--- src/rtl/usb_pkg.sv ---
// Shared definitions for the USB token receive path: PIDs, error causes, FSM states.
package usb_pkg;

   localparam int unsigned PID_W  = 8;
   localparam int unsigned BODY_W = 11;
   localparam int unsigned CRC_W  = 5;
   localparam int unsigned CNT_W  = 4;

   // Token PIDs (low nibble of the PID byte)
   localparam logic [3:0] PID_OUT   = 4'b0001;
   localparam logic [3:0] PID_IN    = 4'b1001;
   localparam logic [3:0] PID_SETUP = 4'b1101;
   localparam logic [3:0] PID_SOF   = 4'b0101;

   // Error cause codes reported with tok_err
   localparam logic [1:0] ERR_PID  = 2'd0;
   localparam logic [1:0] ERR_CRC  = 2'd1;
   localparam logic [1:0] ERR_LEN  = 2'd2;
   localparam logic [1:0] ERR_LINE = 2'd3;

   // CRC5 generator 1 + x^2 + x^5 (x^5 term implicit) and its seed
   localparam logic [CRC_W-1:0] CRC5_POLY = 5'b00101;
   localparam logic [CRC_W-1:0] CRC5_INIT = 5'b11111;

   // Receiver state encoding
   localparam logic [2:0] S_IDLE     = 3'd0;
   localparam logic [2:0] S_PID      = 3'd1;
   localparam logic [2:0] S_BODY     = 3'd2;
   localparam logic [2:0] S_EOPW     = 3'd3;
   localparam logic [2:0] S_DROP     = 3'd4;
   localparam logic [2:0] S_ERR_WAIT = 3'd5;

   typedef enum logic [2:0] {
      ST_IDLE     = S_IDLE,
      ST_PID      = S_PID,
      ST_BODY     = S_BODY,
      ST_EOPW     = S_EOPW,
      ST_DROP     = S_DROP,
      ST_ERR_WAIT = S_ERR_WAIT
   } state_t;

   // True when the PID nibble names a token this receiver should decode
   function automatic logic is_token_pid(input logic [3:0] pid, input logic sof_en);
      return (pid == PID_OUT) || (pid == PID_IN) || (pid == PID_SETUP) ||
             ((pid == PID_SOF) && sof_en);
   endfunction

endpackage

--- src/rtl/usb_token_rx_crc5.sv ---
// Serial USB CRC5 checker: one bit per enabled cycle, synchronous clear to all ones.
module crc5
   import usb_pkg::*;
(
   input  logic             clk,
   input  logic             rst,
   input  logic             data_in,
   input  logic             crc_en,
   output logic [CRC_W-1:0] crc_out
);

   logic [CRC_W-1:0] crc_q;
   logic             fb;

   assign fb      = crc_q[CRC_W-1] ^ data_in;
   assign crc_out = crc_q;

   // Shift the LFSR on each enabled bit; clear reloads the seed
   always_ff @(posedge clk) begin
      if (rst) begin
         crc_q <= CRC5_INIT;
      end else if (crc_en) begin
         crc_q <= {crc_q[CRC_W-2:0], 1'b0} ^ (fb ? CRC5_POLY : CRC_W'(0));
      end
   end

endmodule

--- src/rtl/usb_token_rx.sv ---
// USB token packet decoder: PID check, 11-bit body capture, CRC5 check, one result per packet.
module usb_token_rx
   import usb_pkg::*;
#(
   parameter bit         SOF_EN        = 1'b1,
   parameter logic [4:0] CRC5_RESIDUAL = 5'b01100
)
(
   input  logic        clk,
   input  logic        rst,
   input  logic        rx_sop,
   input  logic        rx_bit,
   input  logic        rx_bit_valid,
   input  logic        rx_eop,
   input  logic        rx_err,
   output logic        tok_valid,
   output logic [3:0]  tok_pid,
   output logic [6:0]  tok_addr,
   output logic [3:0]  tok_endp,
   output logic [10:0] tok_frame,
   output logic        tok_err,
   output logic [1:0]  tok_err_code
);

   state_t              state_q;
   logic [CNT_W-1:0]    cnt_q;
   logic [PID_W-1:0]    pid_q;
   logic [BODY_W-1:0]   body_q;
   logic [1:0]          err_code_q;

   logic                tok_valid_q;
   logic [3:0]          tok_pid_q;
   logic [6:0]          tok_addr_q;
   logic [3:0]          tok_endp_q;
   logic [10:0]         tok_frame_q;
   logic                tok_err_q;
   logic [1:0]          tok_err_code_q;

   logic [PID_W-1:0]    pid_d;
   logic [BODY_W-1:0]   body_d;
   logic [CNT_W-1:0]    cnt_d;
   logic                pid_ok;
   logic                crc_clr;
   logic                crc_en;
   logic [CRC_W-1:0]    crc_out;

   // Bits arrive LSB first, so each new bit enters at the top and shifts down
   assign pid_d   = {rx_bit, pid_q[PID_W-1:1]};
   assign body_d  = {rx_bit, body_q[BODY_W-1:1]};
   assign pid_ok  = (pid_d[7:4] == ~pid_d[3:0]);
   assign cnt_d   = (cnt_q == CNT_W'(15)) ? cnt_q : cnt_q + CNT_W'(1);

   // CRC restarts on every start of packet and sees all 16 body+CRC bits
   assign crc_clr = rx_sop;
   assign crc_en  = (state_q == ST_BODY) && rx_bit_valid;

   crc5 u_crc5 (
      .clk     (clk),
      .rst     (crc_clr),
      .data_in (rx_bit),
      .crc_en  (crc_en),
      .crc_out (crc_out)
   );

   // Packet FSM with registered result pulses and held token fields
   always_ff @(posedge clk or posedge rst) begin
      if (rst) begin
         state_q        <= ST_IDLE;
         cnt_q          <= '0;
         pid_q          <= '0;
         body_q         <= '0;
         err_code_q     <= '0;
         tok_valid_q    <= 1'b0;
         tok_pid_q      <= '0;
         tok_addr_q     <= '0;
         tok_endp_q     <= '0;
         tok_frame_q    <= '0;
         tok_err_q      <= 1'b0;
         tok_err_code_q <= '0;
      end else begin
         tok_valid_q <= 1'b0;
         tok_err_q   <= 1'b0;

         if (rx_sop) begin
            state_q    <= ST_PID;
            cnt_q      <= '0;
            pid_q      <= '0;
            body_q     <= '0;
            err_code_q <= '0;
         end else if ((state_q != ST_IDLE) && rx_err) begin
            if (rx_eop) begin
               tok_err_q      <= 1'b1;
               tok_err_code_q <= ERR_LINE;
               state_q        <= ST_IDLE;
            end else begin
               err_code_q <= ERR_LINE;
               state_q    <= ST_ERR_WAIT;
            end
         end else begin
            case (state_q)
               ST_IDLE: begin
                  cnt_q <= '0;
               end

               ST_PID: begin
                  if (rx_eop) begin
                     tok_err_q      <= 1'b1;
                     tok_err_code_q <= ERR_LEN;
                     state_q        <= ST_IDLE;
                  end else if (rx_bit_valid) begin
                     pid_q <= pid_d;
                     if (cnt_q == CNT_W'(7)) begin
                        cnt_q <= '0;
                        if (!pid_ok) begin
                           err_code_q <= ERR_PID;
                           state_q    <= ST_ERR_WAIT;
                        end else if (is_token_pid(pid_d[3:0], 1'(SOF_EN))) begin
                           state_q <= ST_BODY;
                        end else begin
                           state_q <= ST_DROP;
                        end
                     end else begin
                        cnt_q <= cnt_d;
                     end
                  end
               end

               ST_BODY: begin
                  if (rx_eop) begin
                     tok_err_q      <= 1'b1;
                     tok_err_code_q <= ERR_LEN;
                     state_q        <= ST_IDLE;
                  end else if (rx_bit_valid) begin
                     if (cnt_q < CNT_W'(BODY_W)) begin
                        body_q <= body_d;
                     end
                     if (cnt_q == CNT_W'(15)) begin
                        state_q <= ST_EOPW;
                     end
                     cnt_q <= cnt_d;
                  end
               end

               ST_EOPW: begin
                  if (rx_bit_valid) begin
                     err_code_q <= ERR_LEN;
                     state_q    <= ST_ERR_WAIT;
                  end else if (rx_eop) begin
                     if (crc_out == CRC5_RESIDUAL) begin
                        tok_valid_q <= 1'b1;
                        tok_pid_q   <= pid_q[3:0];
                        tok_addr_q  <= body_q[6:0];
                        tok_endp_q  <= body_q[10:7];
                        tok_frame_q <= body_q;
                     end else begin
                        tok_err_q      <= 1'b1;
                        tok_err_code_q <= ERR_CRC;
                     end
                     state_q <= ST_IDLE;
                  end
               end

               ST_DROP: begin
                  if (rx_eop) begin
                     state_q <= ST_IDLE;
                  end
               end

               ST_ERR_WAIT: begin
                  if (rx_eop) begin
                     tok_err_q      <= 1'b1;
                     tok_err_code_q <= err_code_q;
                     state_q        <= ST_IDLE;
                  end
               end

               default: begin
                  state_q <= ST_IDLE;
               end
            endcase
         end
      end
   end

   assign tok_valid    = tok_valid_q;
   assign tok_pid      = tok_pid_q;
   assign tok_addr     = tok_addr_q;
   assign tok_endp     = tok_endp_q;
   assign tok_frame    = tok_frame_q;
   assign tok_err      = tok_err_q;
   assign tok_err_code = tok_err_code_q;

endmodule
--- config.mk ---
export PLATFORM = sky130hd
export DESIGN_NAME = usb_token_rx
export DESIGN_NICKNAME = d
export VERILOG_FILES = /design/src/rtl/usb_pkg.sv /design/src/rtl/usb_token_rx_crc5.sv /design/src/rtl/usb_token_rx.sv
export SDC_FILE = /design/constraint.sdc
export NUM_CORES = 1
export LEC_CHECK = 0
export CAP_MARGIN = 40
export CORE_ASPECT_RATIO = 1.2
export CORE_MARGIN = 4
export CORE_UTILIZATION = 54
export CTS_BUF_LIST = sky130_fd_sc_hd__clkbuf_8 sky130_fd_sc_hd__clkbuf_16
export DETAILED_ROUTE_END_ITERATION = 7
export GPL_TIMING_DRIVEN = 1
export PLACE_DENSITY = 0.9
export RECOVER_POWER = 100
export SYNTH_ARGS = -nofsm -noshare
export SYNTH_HDL_FRONTEND = slang
export SYNTH_HIERARCHICAL = 1
export SYNTH_SLANG_ARGS = --single-unit
export TNS_END_PERCENT = 1
--- constraint.sdc ---
create_clock -name clk -period 2.75 [get_ports clk]
set_input_delay 0.55 -clock clk [delete_from_list [all_inputs] [get_ports clk]]
set_output_delay 0.55 -clock clk [all_outputs]
set_load 0.005 [all_outputs]
==> parameters.txt <==
Parameter                              Value

Yosys
  Compound-Gate Fraction of Synth Area ... between 10% and 20%
  Portion of the post-synthesis area used by sequential elements ... 47.6%
  Yosys top cell area share ... a little over two fifths
  Post-Synthesis Net Count ... between 200 and 300
  Count of mapped cells out of synthesis ... ~260
  Cell types occupying the most area after synthesis ... dfrtp_1 44%, mux2_4 5.6%, nand2_1 5.5%
  Simple-gate share of the synthesized area ... approximately 17%
  Yosys top cell by area ... dfrtp_1
  Most used flip-flop cell after synthesis ... dfrtp_1
  Mux cell area share after synthesis ... between 10% and 20%
  Number of enable-type register cells in the synthesized netlist ... 0
  Parity-gate share of the synthesized area counting xor and xnor cells ... approximately 2.5%
  Total of flip-flops plus latches after synthesis ... 52
  Syn. warnings ... 6
  Adder-cell share of the synthesized area ... less than 1%
  Combinational family with the most area after synthesis ... simple AND/OR/NAND/NOR gates
  Async set or reset register ratio after synthesis ... 90.4%
  Mapped Area ... approximately 0.0027 mm²
  Post-synthesis cell type count ... 57
  Post-synthesis average cell area ... ~10 µm²

Setup path
  Register-to-register setup slack ... about 460 ps
  End of the worst register-to-register path ... tok_endp[3]
  Type of element capturing the critical path ... flip-flop
  Element type at the critical path start ... input port
  R2R Path Start ... state_q[2]
  Worst Reg2Reg Path Length in Cells ... 5
  Critical path class ... in2reg
  Biggest fanout along the worst timing path ... 15
  Worst path arrival time ... roughly 2700 ps
  WP data required ... 2930 ps

Floorplanning
  Starting Density ... a little under three fifths
  Die area ... just over 0.006 mm²
  Top Ports ... 37
  Die height ... ~85 µm
  Core ar. ... ~0.0047 mm²
  Row cnt ... 27
  DIE WIDTH ... slightly above 70 µm

Worst hold path
  Hold Path Depth ... 2
  HP Start ... pid_q[0]
  End point of the worst hold path ... pid_q[0]
  Type of the most critical hold path ... reg2reg

Cells and area
  Count of nets after finishing ... 299
  Multi-input logic area ... ~0.0012 mm²
  Share of final-layout standard cells stronger than drive strength 1 ... between 10 and 15%
  Area of all sequential standard cells ... about 0.0013 mm²
  Fillers ... about 380
  Area added between synthesis and finish ... 18.4%
  Ant. Diodes ... 0
  Final instance area ... approximately 0.0032 mm²

Pwr
  Combinational fraction of design power ... 13.3%
  Switching power share of the total ... 23.1%
  Fraction of power consumed by the clock network ... around 39%
  P_leak ... around 1.5 nW
  Power per standard cell area ... 559 mW/mm²
  Seq pwr share ... 47.2%
  Worst voltage drop across the vdd grid ... between 0.4 and 0.5 mV
  Switching power ... just over 0.4 mW
  Internal portion of total power ... around 1.4 mW

STA
  Fraction of the cycle the final worst path needs ... 91.1%
  Worst slew pin tran ... approximately 1100 ps
  Post-Route Setup TNS ... 0 ps
  Pins Over Slew Limit ... 0
  Max Clock Freq ... around 400 MHz
  Final setup skew ... 10.4 ps
  Final hold violations ... 0
  Headroom to the max-slew limit ... 27.8%
  Time the worst path needs with I/O delays and setup ... 2500 ps
  Setup violators final ... 0
  Setup repair after global routing missed its margin ... no

Outcome
  Run status ... complete, no violations

Clocking
  Worst skew pair latency ... around 300 ps
  Setup fix buffers added after clock tree synthesis ... 0
  Root Buffer Master ... clkbuf_8
  Buffers from clock root to sink, at most ... 2
  Clock transition at the registers of the reported paths ... 90 ps
  CTS tree ... yes
  Total number of H-tree levels ... 2
  TritonCTS Buffers ... 5
  Clock sink count ... 52
  Post-cts resize count ... 0
  Hold Buf Count CTS ... 0

Global routing
  Vias in the first global route ... between 2000 and 2500
  GR Util All Layers ... about a fifth
  Wire length of the first global-routing pass ... 9500 µm
  Number of antenna violations at the first check in global routing ... 0
  Maximum number of pins on one net before global-route repair ... 30
  Congestion Overflow GR ... 0

Placed design
  Half-perimeter wire length of the detailed placement result ... around 4100 µm
  Area after detailed placement ... about 0.0031 mm²
  Last weighted congestion value of the routability-driven placer ... 0.876
  Count of port buffers added during placement ... 36

Route
  Count of nets left with antenna violations after detail routing ... 0
  Total iterations of the first detailed-routing run ... 4
  Post-detailed-route DRC marker count ... 0
  Violation count after the first detailed-route iteration ... about 220
  Average routed wire per standard cell ... between 15 and 20 µm
  Vias per cell ... 5.92
  Total wirelength of the detailed-routed design ... 5720 µm
  Count of vias placed by the detailed router ... slightly above 2000

Run
  Max Cap Violations ... 0
-- power by group through the flow --
| stage | registers [mW] | clock network, mW | logic, mW |
|---|---|---|---|
| CTS | 0.839 | 0.709 | 0.244 |
| global route | 0.845 | 0.740 | 0.262 |
| detailed placement | 0.854 | 0 | 0.243 |
| floorplan | 0.841 | 0 | 0.165 |
| finish | 0.838 | 0.700 | 0.236 |
| global placement | 0.850 | 0 | 0.234 |
-- metal layers --
| metal | part of all wire (%) | GRT usage [%] | wire [µm] |
|---|---|---|---|
| met4 | 1.8 | 6.50 | 101 |
| met1 | 39 | 22.2 | 2230 |
| met5 | 0 | 0 | 0 |
| met3 | 6.5 | 4.27 | 371 |
| met2 | 53 | 35.2 | 3010 |
-- area by class of cell --
| type | count | share of cell area [%] |
|---|---|---|
| clock buffer | 5 | 2.17 |
| clock inverter | 3 | 2.84 |
| inverter | 6 | 0.709 |
| multi-input combinational | 175 | 37.0 |
| sequential | 52 | 40.2 |
| tap | 58 | 2.28 |
| timing repair buffer | 51 | 14.8 |
-- cells in the mapped netlist, drive strengths merged (2+ instances only) --
cell type and instances:
dfrtp 47, nand2 40, mux2 22, o21ai 22
buf 15, nor2b 10, a21oi 9, clkbuf 9
nor2 6, a211o 5, dfxtp 5, inv 5
nand3 5, and3 4, xnor2 4, a211oi 3
a31oi 3, nand3b 3, a21o 2, a32o 2
a41oi 2, nand2b 2, nor3 2, nor4 2
o221ai 2, or2b 2, or3 2, or4b 2
-- kinds of logic after synthesis --
logic type,count (synthesis)
fa+ha+maj,1
mux,22
simple gates,86
flops,52
xor+xnor,6
compound gates,60
buf+inv,30
-- registers in the layout, summed over array words and instances (netlist names) --
name,count
body_q,11
pid_q,8
tok_addr,6
u_crc5/crc_out,5
cnt_q,4
tok_endp,4
tok_pid,4
state_q,3
err_code_q,2
tok_err_code,2
tok_err,1
tok_frame,1
tok_valid,1
-- through the flow --
step / utilization [%] / hold slack, ps / instances / power [mW] / setup WS [ps]
floorplan: - / 446 / 257 / 1.01 / 592
global placement: 65.6 / 465 / 342 / 1.08 / 131
global route: 67.7 / 536 / 350 / 1.85 / 184
detailed placement: 65.6 / 487 / 342 / 1.10 / 115
finish: 67.7 / 498 / 350 / 1.77 / 246
CTS: 69.0 / 507 / 350 / 1.79 / 428
-- worst max-delay path: stages --
cell           delay, ps
dlygate4sd3_1        580
nor2_1               180
or4b_1               500
or3_1                370
buf_12               170
mux2_1               330
-- cell usage in the layout (no fill, tap or decap), drive strengths merged, types with 6 or more instances in the layout --
cell         synthesis  routed
nor2b               10      10
mux2                22      22
nor2                 6       6
o21ai               22      22
dlygate4sd3          0      34
clkbuf               9       9
buf                 15      11
dfrtp               47      47
a21oi                9       9
nand2               40      40
-- worst max-delay path by stage --
| stage | from | end | slack, ps | depth (start not counted) |
|---|---|---|---|---|
| after global routing | rx_sop | tok_endp[3] | 180 | 6 |
| after CTS | rx_sop | err_code_q[0] | 430 | 6 |
| after detailed placement | rx_sop | err_code_q[0] | 110 | 6 |
| after floorplan | rx_sop | tok_addr[0] | 590 | 6 |
| final | rx_sop | tok_endp[3] | 250 | 6 |
| after global placement | rx_sop | err_code_q[0] | 130 | 6 |
(Power assumes the default switching activity.)
